### config.mk
export PLATFORM = sky130hd
export DESIGN_NAME = rf_wb_arbiter
export DESIGN_NICKNAME = d
export VERILOG_FILES = /design/src/rtl/rf_wb_arbiter.sv
export SDC_FILE = /design/constraint.sdc
export NUM_CORES = 1
export LEC_CHECK = 0
export CAP_MARGIN = 5
export CORE_MARGIN = 3
export CORE_UTILIZATION = 50
export CTS_CLUSTER_DIAMETER = 60
export CTS_CLUSTER_SIZE = 30
export DETAILED_ROUTE_END_ITERATION = 10
export PLACE_DENSITY = 0.81
export SYNTH_ARGS = -nofsm -noshare
export SYNTH_HDL_FRONTEND = slang
export SYNTH_SLANG_ARGS = --single-unit
### constraint.sdc
create_clock -name clk -period 6.1 [get_ports clk]
set_input_delay 1.525 -clock clk [delete_from_list [all_inputs] [get_ports clk]]
set_output_delay 1.525 -clock clk [all_outputs]
set_load 0.01 [all_outputs]
### src/rtl/rf_wb_arbiter.sv
// ============================================================================
// Module   : rf_wb_arbiter
// Purpose  : Shares the register-file write port between pipeline writeback
//            and a buffered long-latency producer. Optional write/squash
//            trace is enabled by defining RF_WB_ARB_TRACE_EN.
// Revision : 1.0 - initial release
// ============================================================================
`default_nettype none

module rf_wb_arbiter #(
  parameter int DEPTH      = 2,
  parameter int STARVE_MAX = 4
) (
  input  logic        clk,
  input  logic        rst,
  input  logic        wb_valid,
  input  logic [4:0]  wb_addr,
  input  logic [31:0] wb_data,
  input  logic [31:0] wb_pc,
  input  logic        lu_valid,
  output logic        lu_ready,
  input  logic [4:0]  lu_addr,
  input  logic [31:0] lu_data,
  input  logic [31:0] lu_pc,
  output logic        rf_we,
  output logic [4:0]  rf_waddr,
  output logic [31:0] rf_wdata,
  output logic [31:0] rf_pc,
  input  logic [4:0]  q_addr_1,
  input  logic [4:0]  q_addr_2,
  output logic        q_hit_1,
  output logic        q_hit_2,
  output logic        stall_req,
  output logic        busy
);

  localparam int PW = (DEPTH > 1) ? $clog2(DEPTH) : 1;
  localparam int CW = $clog2(DEPTH + 1);
  localparam int AW = $clog2(STARVE_MAX + 1);
  localparam logic [PW-1:0] PTR_LAST  = PW'(DEPTH - 1);
  localparam logic [CW-1:0] CNT_FULL  = CW'(DEPTH);
  localparam logic [AW-1:0] AGE_LIMIT = AW'(STARVE_MAX);

  logic [DEPTH-1:0] valid_q, valid_d;
  logic [4:0]       addr_q [DEPTH];
  logic [31:0]      data_q [DEPTH];
  logic [31:0]      pc_q   [DEPTH];
  logic [PW-1:0]    rd_ptr_q, rd_ptr_d, wr_ptr_q, wr_ptr_d;
  logic [CW-1:0]    count_q, count_d;
  logic [AW-1:0]    age_q, age_d;

  logic        rf_we_q, rf_we_d;
  logic [4:0]  rf_waddr_q, rf_waddr_d;
  logic [31:0] rf_wdata_q, rf_wdata_d;
  logic [31:0] rf_pc_q, rf_pc_d;

  logic wb_issue, lu_acc, lu_keep, head_present, head_valid;
  logic head_issue, head_squash, bypass, pop, enq;

  assign lu_ready     = (count_q != CNT_FULL);
  assign busy         = (count_q != '0);
  assign stall_req    = (age_q >= AGE_LIMIT);
  assign wb_issue     = wb_valid && (wb_addr != 5'd0);
  assign lu_acc       = lu_valid && lu_ready;
  // The younger pipeline write to the same register makes this result dead.
  assign lu_keep      = lu_acc && (lu_addr != 5'd0) && !(wb_issue && (lu_addr == wb_addr));
  assign head_present = (count_q != '0);
  assign head_valid   = head_present && valid_q[rd_ptr_q];
  assign head_issue   = !wb_issue && head_valid;
  assign head_squash  = wb_issue && head_valid && (addr_q[rd_ptr_q] == wb_addr);
  assign bypass       = !wb_issue && (count_q == '0) && lu_keep;
  assign pop          = head_present && !wb_issue;
  assign enq          = lu_keep && !bypass;

  always_comb begin
    valid_d = valid_q;
    q_hit_1 = 1'b0;
    q_hit_2 = 1'b0;
    for (int i = 0; i < DEPTH; i++) begin
      if (wb_issue && valid_q[i] && (addr_q[i] == wb_addr)) valid_d[i] = 1'b0;
      if (valid_q[i] && (q_addr_1 != 5'd0) && (addr_q[i] == q_addr_1)) q_hit_1 = 1'b1;
      if (valid_q[i] && (q_addr_2 != 5'd0) && (addr_q[i] == q_addr_2)) q_hit_2 = 1'b1;
    end
    // Pop and enqueue never target the same slot: pop needs count>0, enqueue needs count<DEPTH.
    if (pop) valid_d[rd_ptr_q] = 1'b0;
    if (enq) valid_d[wr_ptr_q] = 1'b1;
  end

  always_comb begin
    rd_ptr_d = rd_ptr_q;
    wr_ptr_d = wr_ptr_q;
    if (pop) rd_ptr_d = (rd_ptr_q == PTR_LAST) ? '0 : rd_ptr_q + 1'b1;
    if (enq) wr_ptr_d = (wr_ptr_q == PTR_LAST) ? '0 : wr_ptr_q + 1'b1;
    count_d = count_q + CW'(enq) - CW'(pop);
  end

  always_comb begin
    age_d = '0;
    if (head_valid && !head_issue && !head_squash)
      age_d = (age_q >= AGE_LIMIT) ? AGE_LIMIT : age_q + 1'b1;
  end

  always_comb begin
    rf_we_d    = 1'b0;
    rf_waddr_d = rf_waddr_q;
    rf_wdata_d = rf_wdata_q;
    rf_pc_d    = rf_pc_q;
    if (wb_issue) begin
      rf_we_d    = 1'b1;
      rf_waddr_d = wb_addr;
      rf_wdata_d = wb_data;
      rf_pc_d    = wb_pc;
    end else if (head_issue) begin
      rf_we_d    = 1'b1;
      rf_waddr_d = addr_q[rd_ptr_q];
      rf_wdata_d = data_q[rd_ptr_q];
      rf_pc_d    = pc_q[rd_ptr_q];
    end else if (bypass) begin
      rf_we_d    = 1'b1;
      rf_waddr_d = lu_addr;
      rf_wdata_d = lu_data;
      rf_pc_d    = lu_pc;
    end
  end

  always_ff @(posedge clk or posedge rst) begin
    if (rst) begin
      valid_q    <= '0;
      rd_ptr_q   <= '0;
      wr_ptr_q   <= '0;
      count_q    <= '0;
      age_q      <= '0;
      rf_we_q    <= 1'b0;
      rf_waddr_q <= '0;
      rf_wdata_q <= '0;
      rf_pc_q    <= '0;
    end else begin
      valid_q    <= valid_d;
      rd_ptr_q   <= rd_ptr_d;
      wr_ptr_q   <= wr_ptr_d;
      count_q    <= count_d;
      age_q      <= age_d;
      rf_we_q    <= rf_we_d;
      rf_waddr_q <= rf_waddr_d;
      rf_wdata_q <= rf_wdata_d;
      rf_pc_q    <= rf_pc_d;
    end
  end

  // Payload needs no reset; the valid bits and count qualify it.
  always_ff @(posedge clk) begin
    if (enq) begin
      addr_q[wr_ptr_q] <= lu_addr;
      data_q[wr_ptr_q] <= lu_data;
      pc_q[wr_ptr_q]   <= lu_pc;
    end
  end

  assign rf_we    = rf_we_q;
  assign rf_waddr = rf_waddr_q;
  assign rf_wdata = rf_wdata_q;
  assign rf_pc    = rf_pc_q;

`ifdef RF_WB_ARB_TRACE_EN
  always @(posedge clk) begin
    if (!rst) begin
      if (rf_we_q) $display("pc = %h: x%d = %h", rf_pc_q, rf_waddr_q, rf_wdata_q);
      if (wb_issue) begin
        for (int i = 0; i < DEPTH; i++)
          if (valid_q[i] && (addr_q[i] == wb_addr)) $display("squash x%d pc = %h", addr_q[i], pc_q[i]);
        if (lu_acc && (lu_addr == wb_addr)) $display("squash x%d pc = %h", lu_addr, lu_pc);
      end
    end
  end
`endif

endmodule

`default_nettype wire

==> results.md <==
* CP Capture Type: output pin
* Unrepaired setup endpoints after global routing: no
* Worst clock skew at 11.5 ps
* Flop and latch count out of synthesis at 217
* Die Ht at 142 um
* Mapped Area at 0.00929 sq mm
* Startpoint Class: input pin
* Vias in the first global route at 6800
* Clock transition at path regs at 90 ps
* GR Util All Layers at 22.3%
* Post-CTS Hold Buffers at 0
* Hold slack at 477 ps
* Fill cells at 1240
* Number of enable flip-flop cells after synthesis at 138
* Required @ worst endpoint at 4580 ps
* Worst slew margin at 23.4%
* GRT overflow at 0
* Drt pass-1 iters at 7
* Avg WL per Cell at 20.9 um
* Dpl cells at 1070
* P per Cell Area at 442 mW/mm^2
* N_diodes at 0
* Hold wc startpoint: age_q[0]
* MaxCap Viol Count at 0
* Post-synth top area cell: edfxtp_1
* Layout cell share with drive strength beyond 1 at 5.98%
* Initial antenna violation count at 1
* Clk pwr share at 20.7%
* Fin. Hold Viols at 0
* Switching share of power at 33.6%
* Vias per cell at 5.95
* CTS root buf: clkbuf_16
* Fraction of registers with async set/reset at 36.4%
* Setup violations, final at 0
* YS warnings at 0
* Post-DRT Antenna Nets at 0
* Final core occ at 67.8%
* # rows at 49
* Critical path peak fanout at 3
* Worst setup margin at 1230 ps
* Synth top area share at 44.6%
* Clock net sink count at 217
* Area grow syn2layout at 32.1%
* Worst Setup Path Type: in -> out
* Worst slew pin tran at 1150 ps
* CP Cell Sequence: clkdlybuf4s50_1 -> xor2_1 -> nor4_1 -> nand3_1 -> a21oi_1 -> clkdlybuf4s50_1
* Nets@finish at 1015
* CTS tree: built
* Most common cell after layout, fill and taps aside: clkdlybuf4s50_1
* CTS H-tree depth at 1
* Seq pwr share at 42.2%
* PortBufs at 226
* Clock Path Buffers at 3
* CP Data Arrival Time at 3340 ps
* Die Area at 0.0203 sq mm
* Largest net degree at the start of global routing at 71
* Combinational fraction of design power at 37.1%
* DRT iter0 DRCs at 409
* Leak Pwr at 4.48 nW
* Fmax at 205 MHz
* Largest cells by area after synthesis: edfxtp_1 45%, dfrtp_1 21%, mux2i_1 7.5%
* Syn Inst Count at 656
* Crit path buffers/inverters at 2
* Max VDD drop at 0.273 mV
* Fin crit share at 79.8%
* Most used cell, CP: clkdlybuf4s50_1
* Commonest non-fill, non-tap cells in the layout: 226 x clkdlybuf4s50_1, 138 x edfxtp_1, 78 x dfrtp_1
* Synth unique cells at 33
* Slowest-stage cell, CP: clkdlybuf4s50_1
* Sequential-to-total area share from yosys stat at 65.9%
* Post-CTS sizing at 0
* Most used DFF post-synth: edfxtp_1
* Ports at 227
* Final wirelength at 23.0 mm
* Chip Width at 142 um
* Post-DP HPWL at 15.3 mm
* Syn_nets at 812
* Critical path's top delay family: buffers and inverters
* # DRC at 0
* Setup TNS at 0 ps
* Final min period at 4870 ps
* Run status: finished, final reports clean
* Fin cells at 1098
* Initial Util at 51.4%
* Cell-internal power at 3.60 mW
* Syn avg cell area at 14.2 sq um
* R2r startpoint: count_q[1]
* Setup Buffers After CTS at 0
* Global-route wire length before repair at 36.2 mm
* Pre-CTS setup slack at 1260 ps
* CORE AREA at 0.0181 sq mm
* Max-slew violations at 0
* Crit path from: q_addr_1[4]
* Vias after detailed routing at 6529
* Clk_lat worst skew at 480 ps
* Num CTS Buffers at 16
* GPL Wtd Cong at 0.895
* Worst Hold Class: reg -> reg
* Psw at 1.82 mW
* CP peak stage delay at 560 ps
## per-stage QoR
step	area [sq um]	power [mW]
floorplan	9290	3.39
global placement	11700	4.25
detailed placement	11700	4.33
CTS	12300	5.46
global route	12300	5.69
finish	12300	5.42
## state kept, by name, summed over array words and instances, names as in the netlist, 2 cells and up
register and flops:
count_q 2, valid_q 2, data_q 64, rf_pc 32, addr_q 10, rf_waddr 5, rf_wdata 32, age_q 3
pc_q 64
## path summary, 6_finish.rpt
kind | endpoint | slack (ps) | cells after the start
setup reg to reg | rf_pc[14] | 3580 | 6
hold / removal | age_q[0] | 480 | 1
max in group asynchronous | rf_wdata[11] | 3560 | 3
setup / recovery | q_hit_1 | 1230 | 6
hold reg to reg | age_q[0] | 480 | 1
min in group asynchronous | rf_pc[16] | 1510 | 2
## worst reg2reg max path, stage by stage (launching register included)
cell     delay, ps
dfrtp_1        420
nor2_1         230
inv_1          130
or2_2          370
nand2_2        370
buf_4          630
o221a_1        310
## layout make-up
type,count,area [sq um],area share [%]
clock inverters,10,136,1.11
clock buffers,18,429,3.50
inverters,9,35.0,0.286
multi-input cells,378,2910,23.7
repair buffers,237,2340,19.1
flip-flops and latches,217,6120,49.9
well taps,229,287,2.34
## metal layers
metal	wire [um]	global-route usage, %	up-vias
met5	20	0	-
met4	384	6.05	2
met3	1530	3.60	40
met2	11000	36.2	277
met1	9990	31.7	3258
li1	-	-	2952
## cells in the mapped netlist, types with 2 or more instances
| library cell | count |
|---|---|
| edfxtp_1 | 138 |
| dfrtp_1 | 79 |
| nor2_1 | 73 |
| mux2i_1 | 70 |
| a31oi_1 | 64 |
| o221a_1 | 60 |
| clkbuf_1 | 34 |
| xor2_1 | 25 |
| xnor2_1 | 19 |
| buf_2 | 9 |
| inv_1 | 9 |
| a21oi_1 | 8 |
| nand3_1 | 8 |
| o21ai_0 | 8 |
| nand2_1 | 7 |
| nor4_1 | 7 |
| buf_6 | 6 |
| a2bb2oi_1 | 5 |
| ha_1 | 4 |
| o221a_2 | 4 |
| or4_1 | 4 |
| buf_1 | 2 |
| nor3_1 | 2 |
| o22ai_1 | 2 |
## power groups by stage
stage | clock, mW | combinational, mW | sequential (mW)
6_report | 1.12 | 2.01 | 2.29
5_1_grt | 1.19 | 2.16 | 2.34
4_1_cts | 1.14 | 2.03 | 2.29
3_5_place_dp | 0 | 2.01 | 2.32
3_3_place_gp | 0 | 1.96 | 2.29
2_1_floorplan | 0 | 1.01 | 2.38
## logic make-up (layout without fill, tap and decap cells)
logic type                 count (synthesis)  in the layout  share of synthesized area, %
xor gates and xnor gates                  44             44                          4.15
buffers and inverters                     61            274                          3.11
DFF                                      217            217                          65.9
adders and majority gates                  4              4                         0.539
muxes                                     70             70                          7.54
and+or+nand+nor                          106            106                          4.97
AOI/OAI and AO/OA                        154            154                          13.8
Power figures use the tool's default switching activity.
